File: config.mk
export PLATFORM = sky130hd
export DESIGN_NAME = rgb_gain_stats
export DESIGN_NICKNAME = d
export VERILOG_FILES = /design/src/rtl/rgb_gain_stats.sv
export SDC_FILE = /design/constraint.sdc
export NUM_CORES = 1
export LEC_CHECK = 0
export CAP_MARGIN = 20
export CORE_MARGIN = 4
export CORE_UTILIZATION = 35
export CTS_CLUSTER_DIAMETER = 50
export DETAILED_ROUTE_END_ITERATION = 10
export PLACE_DENSITY = 0.51
export SLEW_MARGIN = 0
export SYNTH_ARGS = -nofsm -noshare
export SYNTH_HDL_FRONTEND = slang
export SYNTH_SLANG_ARGS = --single-unit
export TNS_END_PERCENT = 30
File: constraint.sdc
create_clock -name VGA_CLK -period 5 [get_ports VGA_CLK]
set_input_delay 1.25 -clock VGA_CLK [delete_from_list [all_inputs] [get_ports VGA_CLK]]
set_output_delay 1.25 -clock VGA_CLK [all_outputs]
set_load 0.02 [all_outputs]
File: src/rtl/rgb_gain_stats.sv
// White-balance gain, round/saturate and 12->8 bit reduction for the D8M RGB
// stream, plus per-frame raw channel sums and a pixel count for AWB software.

module rgb_gain_chan #(
  parameter int unsigned IW   = 12,
  parameter int unsigned OW   = 8,
  parameter int unsigned GW   = 8,
  parameter int unsigned FRAC = 6,
  parameter int unsigned SW   = 32
) (
  input  logic          i_clk,
  input  logic          i_rst_n,
  input  logic          i_fall,
  input  logic          i_dval,
  input  logic [IW-1:0] i_data,
  input  logic [GW-1:0] i_gain,
  input  logic          i_s2_v,
  output logic [OW-1:0] o_data,
  output logic [SW-1:0] o_sum
);

  localparam int unsigned PW = IW + GW;
  localparam int unsigned QW = PW + 1 - FRAC;
  localparam logic [GW-1:0] UNITY   = GW'(1 << FRAC);
  localparam logic [PW:0]   HALF    = (PW+1)'(1 << (FRAC - 1));
  localparam logic [IW-1:0] MAX_VAL = '1;

  logic [GW-1:0] r_gain;
  logic [IW-1:0] r_s1;
  logic [PW-1:0] r_p;
  logic [OW-1:0] r_out;
  logic [SW-1:0] r_acc;
  logic [SW-1:0] r_sum;

  logic [PW:0]   w_round;
  logic [QW-1:0] w_q;
  logic [IW-1:0] w_sat;
  logic [SW:0]   w_acc_sum;
  logic [SW-1:0] w_acc_sat;

  always_comb begin
    w_round   = (PW+1)'(r_p) + HALF;
    w_q       = QW'(w_round >> FRAC);
    w_sat     = (w_q > QW'(MAX_VAL)) ? MAX_VAL : IW'(w_q);
    w_acc_sum = (SW+1)'(r_acc) + (SW+1)'(i_data);
    w_acc_sat = w_acc_sum[SW] ? '1 : w_acc_sum[SW-1:0];
  end

  // Shadow gain loads on the fall cycle, so the product formed on the next
  // edge (the pixel entering S2) is the first to see it.
  always_ff @(posedge i_clk or negedge i_rst_n) begin
    if (!i_rst_n) begin
      r_gain <= UNITY;
      r_s1   <= '0;
      r_p    <= '0;
      r_out  <= '0;
    end else begin
      if (i_fall) begin
        r_gain <= i_gain;
      end
      r_s1  <= i_data;
      r_p   <= PW'(r_s1) * PW'(r_gain);
      r_out <= i_s2_v ? OW'(w_sat >> (IW - OW)) : '0;
    end
  end

  always_ff @(posedge i_clk or negedge i_rst_n) begin
    if (!i_rst_n) begin
      r_acc <= '0;
      r_sum <= '0;
    end else if (i_fall) begin
      r_sum <= r_acc;
      r_acc <= i_dval ? SW'(i_data) : '0;
    end else if (i_dval) begin
      r_acc <= w_acc_sat;
    end
  end

  assign o_data = r_out;
  assign o_sum  = r_sum;

endmodule

module rgb_gain_stats #(
  parameter int unsigned IW   = 12,
  parameter int unsigned OW   = 8,
  parameter int unsigned GW   = 8,
  parameter int unsigned FRAC = 6,
  parameter int unsigned SW   = 32,
  parameter int unsigned CW   = 24
) (
  input  logic          VGA_CLK,
  input  logic          RST_N,
  input  logic [IW-1:0] iRed,
  input  logic [IW-1:0] iGreen,
  input  logic [IW-1:0] iBlue,
  input  logic          iDVAL,
  input  logic          VGA_VS,
  input  logic [GW-1:0] iGAIN_R,
  input  logic [GW-1:0] iGAIN_G,
  input  logic [GW-1:0] iGAIN_B,
  output logic [OW-1:0] oRed,
  output logic [OW-1:0] oGreen,
  output logic [OW-1:0] oBlue,
  output logic          oDVAL,
  output logic [SW-1:0] oSUM_R,
  output logic [SW-1:0] oSUM_G,
  output logic [SW-1:0] oSUM_B,
  output logic [CW-1:0] oPIX_CNT,
  output logic          oSTAT_VALID
);

  logic          r_vs_d;
  logic          r_v1;
  logic          r_v2;
  logic          r_v3;
  logic [CW-1:0] r_cnt;
  logic [CW-1:0] r_pix_cnt;
  logic          r_stat_v;

  logic          w_fall;
  logic [CW-1:0] w_cnt_next;

  assign w_fall     = r_vs_d & ~VGA_VS;
  assign w_cnt_next = (&r_cnt) ? r_cnt : r_cnt + CW'(1);

  always_ff @(posedge VGA_CLK or negedge RST_N) begin
    if (!RST_N) begin
      r_vs_d <= 1'b1;
      r_v1   <= 1'b0;
      r_v2   <= 1'b0;
      r_v3   <= 1'b0;
    end else begin
      r_vs_d <= VGA_VS;
      r_v1   <= iDVAL;
      r_v2   <= r_v1;
      r_v3   <= r_v2;
    end
  end

  // A pixel coincident with the fall opens the new frame's count.
  always_ff @(posedge VGA_CLK or negedge RST_N) begin
    if (!RST_N) begin
      r_cnt     <= '0;
      r_pix_cnt <= '0;
      r_stat_v  <= 1'b0;
    end else if (w_fall) begin
      r_pix_cnt <= r_cnt;
      r_cnt     <= iDVAL ? CW'(1) : '0;
      r_stat_v  <= 1'b1;
    end else begin
      r_stat_v  <= 1'b0;
      if (iDVAL) begin
        r_cnt <= w_cnt_next;
      end
    end
  end

  rgb_gain_chan #(.IW(IW), .OW(OW), .GW(GW), .FRAC(FRAC), .SW(SW)) u_chan_r (
    .i_clk   (VGA_CLK),
    .i_rst_n (RST_N),
    .i_fall  (w_fall),
    .i_dval  (iDVAL),
    .i_data  (iRed),
    .i_gain  (iGAIN_R),
    .i_s2_v  (r_v2),
    .o_data  (oRed),
    .o_sum   (oSUM_R)
  );

  rgb_gain_chan #(.IW(IW), .OW(OW), .GW(GW), .FRAC(FRAC), .SW(SW)) u_chan_g (
    .i_clk   (VGA_CLK),
    .i_rst_n (RST_N),
    .i_fall  (w_fall),
    .i_dval  (iDVAL),
    .i_data  (iGreen),
    .i_gain  (iGAIN_G),
    .i_s2_v  (r_v2),
    .o_data  (oGreen),
    .o_sum   (oSUM_G)
  );

  rgb_gain_chan #(.IW(IW), .OW(OW), .GW(GW), .FRAC(FRAC), .SW(SW)) u_chan_b (
    .i_clk   (VGA_CLK),
    .i_rst_n (RST_N),
    .i_fall  (w_fall),
    .i_dval  (iDVAL),
    .i_data  (iBlue),
    .i_gain  (iGAIN_B),
    .i_s2_v  (r_v2),
    .o_data  (oBlue),
    .o_sum   (oSUM_B)
  );

  assign oDVAL       = r_v3;
  assign oPIX_CNT    = r_pix_cnt;
  assign oSTAT_VALID = r_stat_v;

endmodule

==> impl_metrics.ini <==
[worst_setup_path]
start_kind = flip-flop
crit_fanout = 8
crit_arrival_ns = 5.29
slowest_delay_ns = 0.53
end_kind = flip-flop
path_class = flip-flop to flip-flop
cp_cell_sequence = and2_1, fa_1, inv_1, fa_1, inv_1, fa_1, inv_1, fa_1, inv_1, ha_1, a21o_1, a221oi_4, nor2b_1, o21ai_1, a21boi_0, a221oi_2, xnor2_1
required_ns = 5.52
cpMaxStageDelayCell = fa_1

[power_and_ir_drop]
irDropWorstVdd_mv = 0.263
cellLeakagePower_nw = 14.9
p_switching_mw = 5.43
clkPwrFrac = 0.295
p_per_area_nw_per_um2 = 470
power_switching_share = 0.373
totalPowerFinal_mw = 14.6
power.share.sequential = 0.282
internal_power_mw = 9.13
p_comb_frac = 0.424

[floorplan]
die-area_um2 = 77100
die_x_um = 278
die_h_um = 278
row_count = 98
start_util = 0.354
io_pins = 210
core_area_um2 = 71900

[placement]
post-dp-hpwl_um = 48500
gp_congestion = 0.836
io_buffer_count = 209
place_ws_ns = 0.0742

[logic_synthesis]
ys_seq_area_frac = 0.368
synth_nets = 3163
synthArstFlopShare = 1.00
ys_seq_elements = 374
yosys_warnings = 0
synthTopCellsByCount = 593 x nand2_1, 370 x dfrtp_1, 266 x inv_1
yosysTopAreaCell = dfrtp_1
synthFlopType = dfrtp_1
synth_area_um2 = 25500
postSynthAreaPerCell_um2 = 9.20
synth_most_common_cell = nand2_1
synth_cell_types = 73
synth_edf_count = 0
synthCells = 2768
ys_top_cells_by_area = dfrtp_1 36%, fa_1 14%, nand2_1 8.7%
synth_top_cell_area_share = 0.364

[cells_and_area]
synthToLayoutAreaGrowth_pct = 21.7
utilization = 0.431
final_net_count = 3376
layout-drive-gt1-share = 0.0654

[clocking]
tritoncts = built
clockRootBuffer = clkbuf_16
h-tree-depth = 2
holdBufCountCts = 0
cts_buffers = 56
clk_latency_ns = 0.64
clock_sinks = 374
path_clk_slew_ns = 0.06
cts_max_path_buffers = 3

[sta]
fin_crit_sh = 0.955
setup_violations = 0
fmax_ghz = 0.209
hold_viol_final = 0
clock-skew-final_ns = 0.0565
tightest_slew_ns = 1.06
final.min_clock_period_ns = 4.78
setup_slack_ns = 0.224
relSlewSlack = 0.294
drv_slew = 0

[route]
drt-initial-drc-count = 961
wl_per_cell_um = 16.4
viasPerCell = 4.90
drc_errors = 0
ant_nets = 0
num_vias = 19500
finalWirelength_um = 65300
dr.pass1.iters = 5

[global_routing]
grt_pass1_wl_um = 108000
grt_overflow = 0
antenna_found_initial = 2
grt_max_degree = 163
grt_pass1_vias = 20400
track_usage = 0.169

[run]
max_cap_violations = 0

[status]
status = complete, no violations

[min_path]
worstHoldPathType = flip-flop to flip-flop
registers in the layout, indices dropped and copies added, names as in the netlist, 8 cells and up:
register / count
r_cnt: 24
u_chan_r.r_s1: 12
u_chan_r.o_data: 8
u_chan_b.r_s1: 12
u_chan_b.o_sum: 32
u_chan_g.o_data: 8
u_chan_g.r_acc: 32
u_chan_g.r_p: 15
u_chan_g.r_gain: 8
u_chan_r.r_gain: 8
u_chan_g.o_sum: 32
u_chan_b.r_acc: 32
u_chan_b.r_p: 15
u_chan_r.r_acc: 32
oPIX_CNT: 24
u_chan_r.r_p: 15
u_chan_g.r_s1: 12
u_chan_r.o_sum: 32
u_chan_b.r_gain: 8
u_chan_b.o_data: 8
cell type report:
type                    count  area [um2]
diodes                      3        7.51
inverters                 267        1010
clock inverters            34         564
well taps                 950        1190
multi-input cells        2023       14800
flip-flops and latches    374        9380
repair buffers            259        2530
fillers                  7096       40900
clock buffers              70        1510
power groups by stage:
stage,clock [mW],combinational [mW],sequential (mW)
2_1_floorplan,0,4.35,4.23
3_3_place_gp,0,6.03,4.15
6_report,4.29,6.17,4.10
4_1_cts,4.43,6.15,4.11
5_1_grt,4.56,7.13,4.18
3_5_place_dp,0,6.10,4.16
repair_timing:
action,CTS,global route
endpoints found under the setup margin,0,10
buffers inserted,0,11
gates resized for setup,0,27
cell families after synthesis:
family | synth area share
muxes | 0.00442
buffers and inverters | 0.0548
DFF | 0.368
xor gates and xnor gates | 0.0368
AOI/OAI and AO/OA | 0.0974
adders and majority gates | 0.216
and+or+nand+nor | 0.223
cells in the final DEF, fill, tap and decap left out, types with 14 or more instances in the layout:
master           count
a21boi_0            28
nand4_1             17
o211ai_1            14
and4_1              15
xnor2_1             62
nor2_1             126
o21a_1              16
nor2b_1             15
buf_4               46
a21oi_1             71
a21o_1              25
a31oi_1             23
xor2_1              45
nand2_1            593
clkbuf_16           56
nor3_1              62
a211oi_1            28
nand3_1             65
and3_1              37
fa_1               180
clkdlybuf4s50_1    207
ha_1               150
and2_1             227
o21ai_0             79
dfrtp_1            358
inv_1              265
stage by stage:
step	cell area, um2	instances	hold slack [ns]	TNS [ns]
floorplan	25500	2768	0.331	0
detailed placement	28700	3862	0.337	0
global placement	28700	3862	0.336	0
global route	31000	3977	0.372	-0.0262
CTS	30800	3966	0.351	0
finish	31000	3980	0.349	0
worst max-delay path: cells and delay by family (launching register included):
family	cells	cell delay (ns)
fa+ha+maj	5	2.38
compound gates	5	1.21
flops	1	0.44
simple gates	2	0.28
buf+inv	4	0.20
xor+xnor	1	0.15
metal layers:
metal  track usage  share of wire  vias to the layer above
met5             0              0                        -
met4        0.0556          0.033                        0
met3        0.0375          0.055                      115
met2         0.276           0.46                      361
met1         0.223           0.45                     9524
li1              -              -                     9485
worst paths after layout:
check | from | endpoint | slack, ns | cells past startpoint
max | u_chan_g.r_s1[4]$_DFF_PN0_ | u_chan_g.r_p[19]$_DFF_PN0_ | 0.22 | 17
min | r_v1$_DFF_PN0_ | r_v2$_DFF_PN0_ | 0.35 | 0
max reg2reg | u_chan_g.r_s1[4]$_DFF_PN0_ | u_chan_g.r_p[19]$_DFF_PN0_ | 0.22 | 17
min reg2reg | r_v1$_DFF_PN0_ | r_v2$_DFF_PN0_ | 0.35 | 0
max in group asynchronous | RST_N | u_chan_g.r_gain[6]$_DFFE_PN1P_ | 3.29 | 2
min in group asynchronous | RST_N | u_chan_r.o_sum[18]$_DFFE_PN0P_ | 0.69 | 1
(Power assumes the default switching activity.)
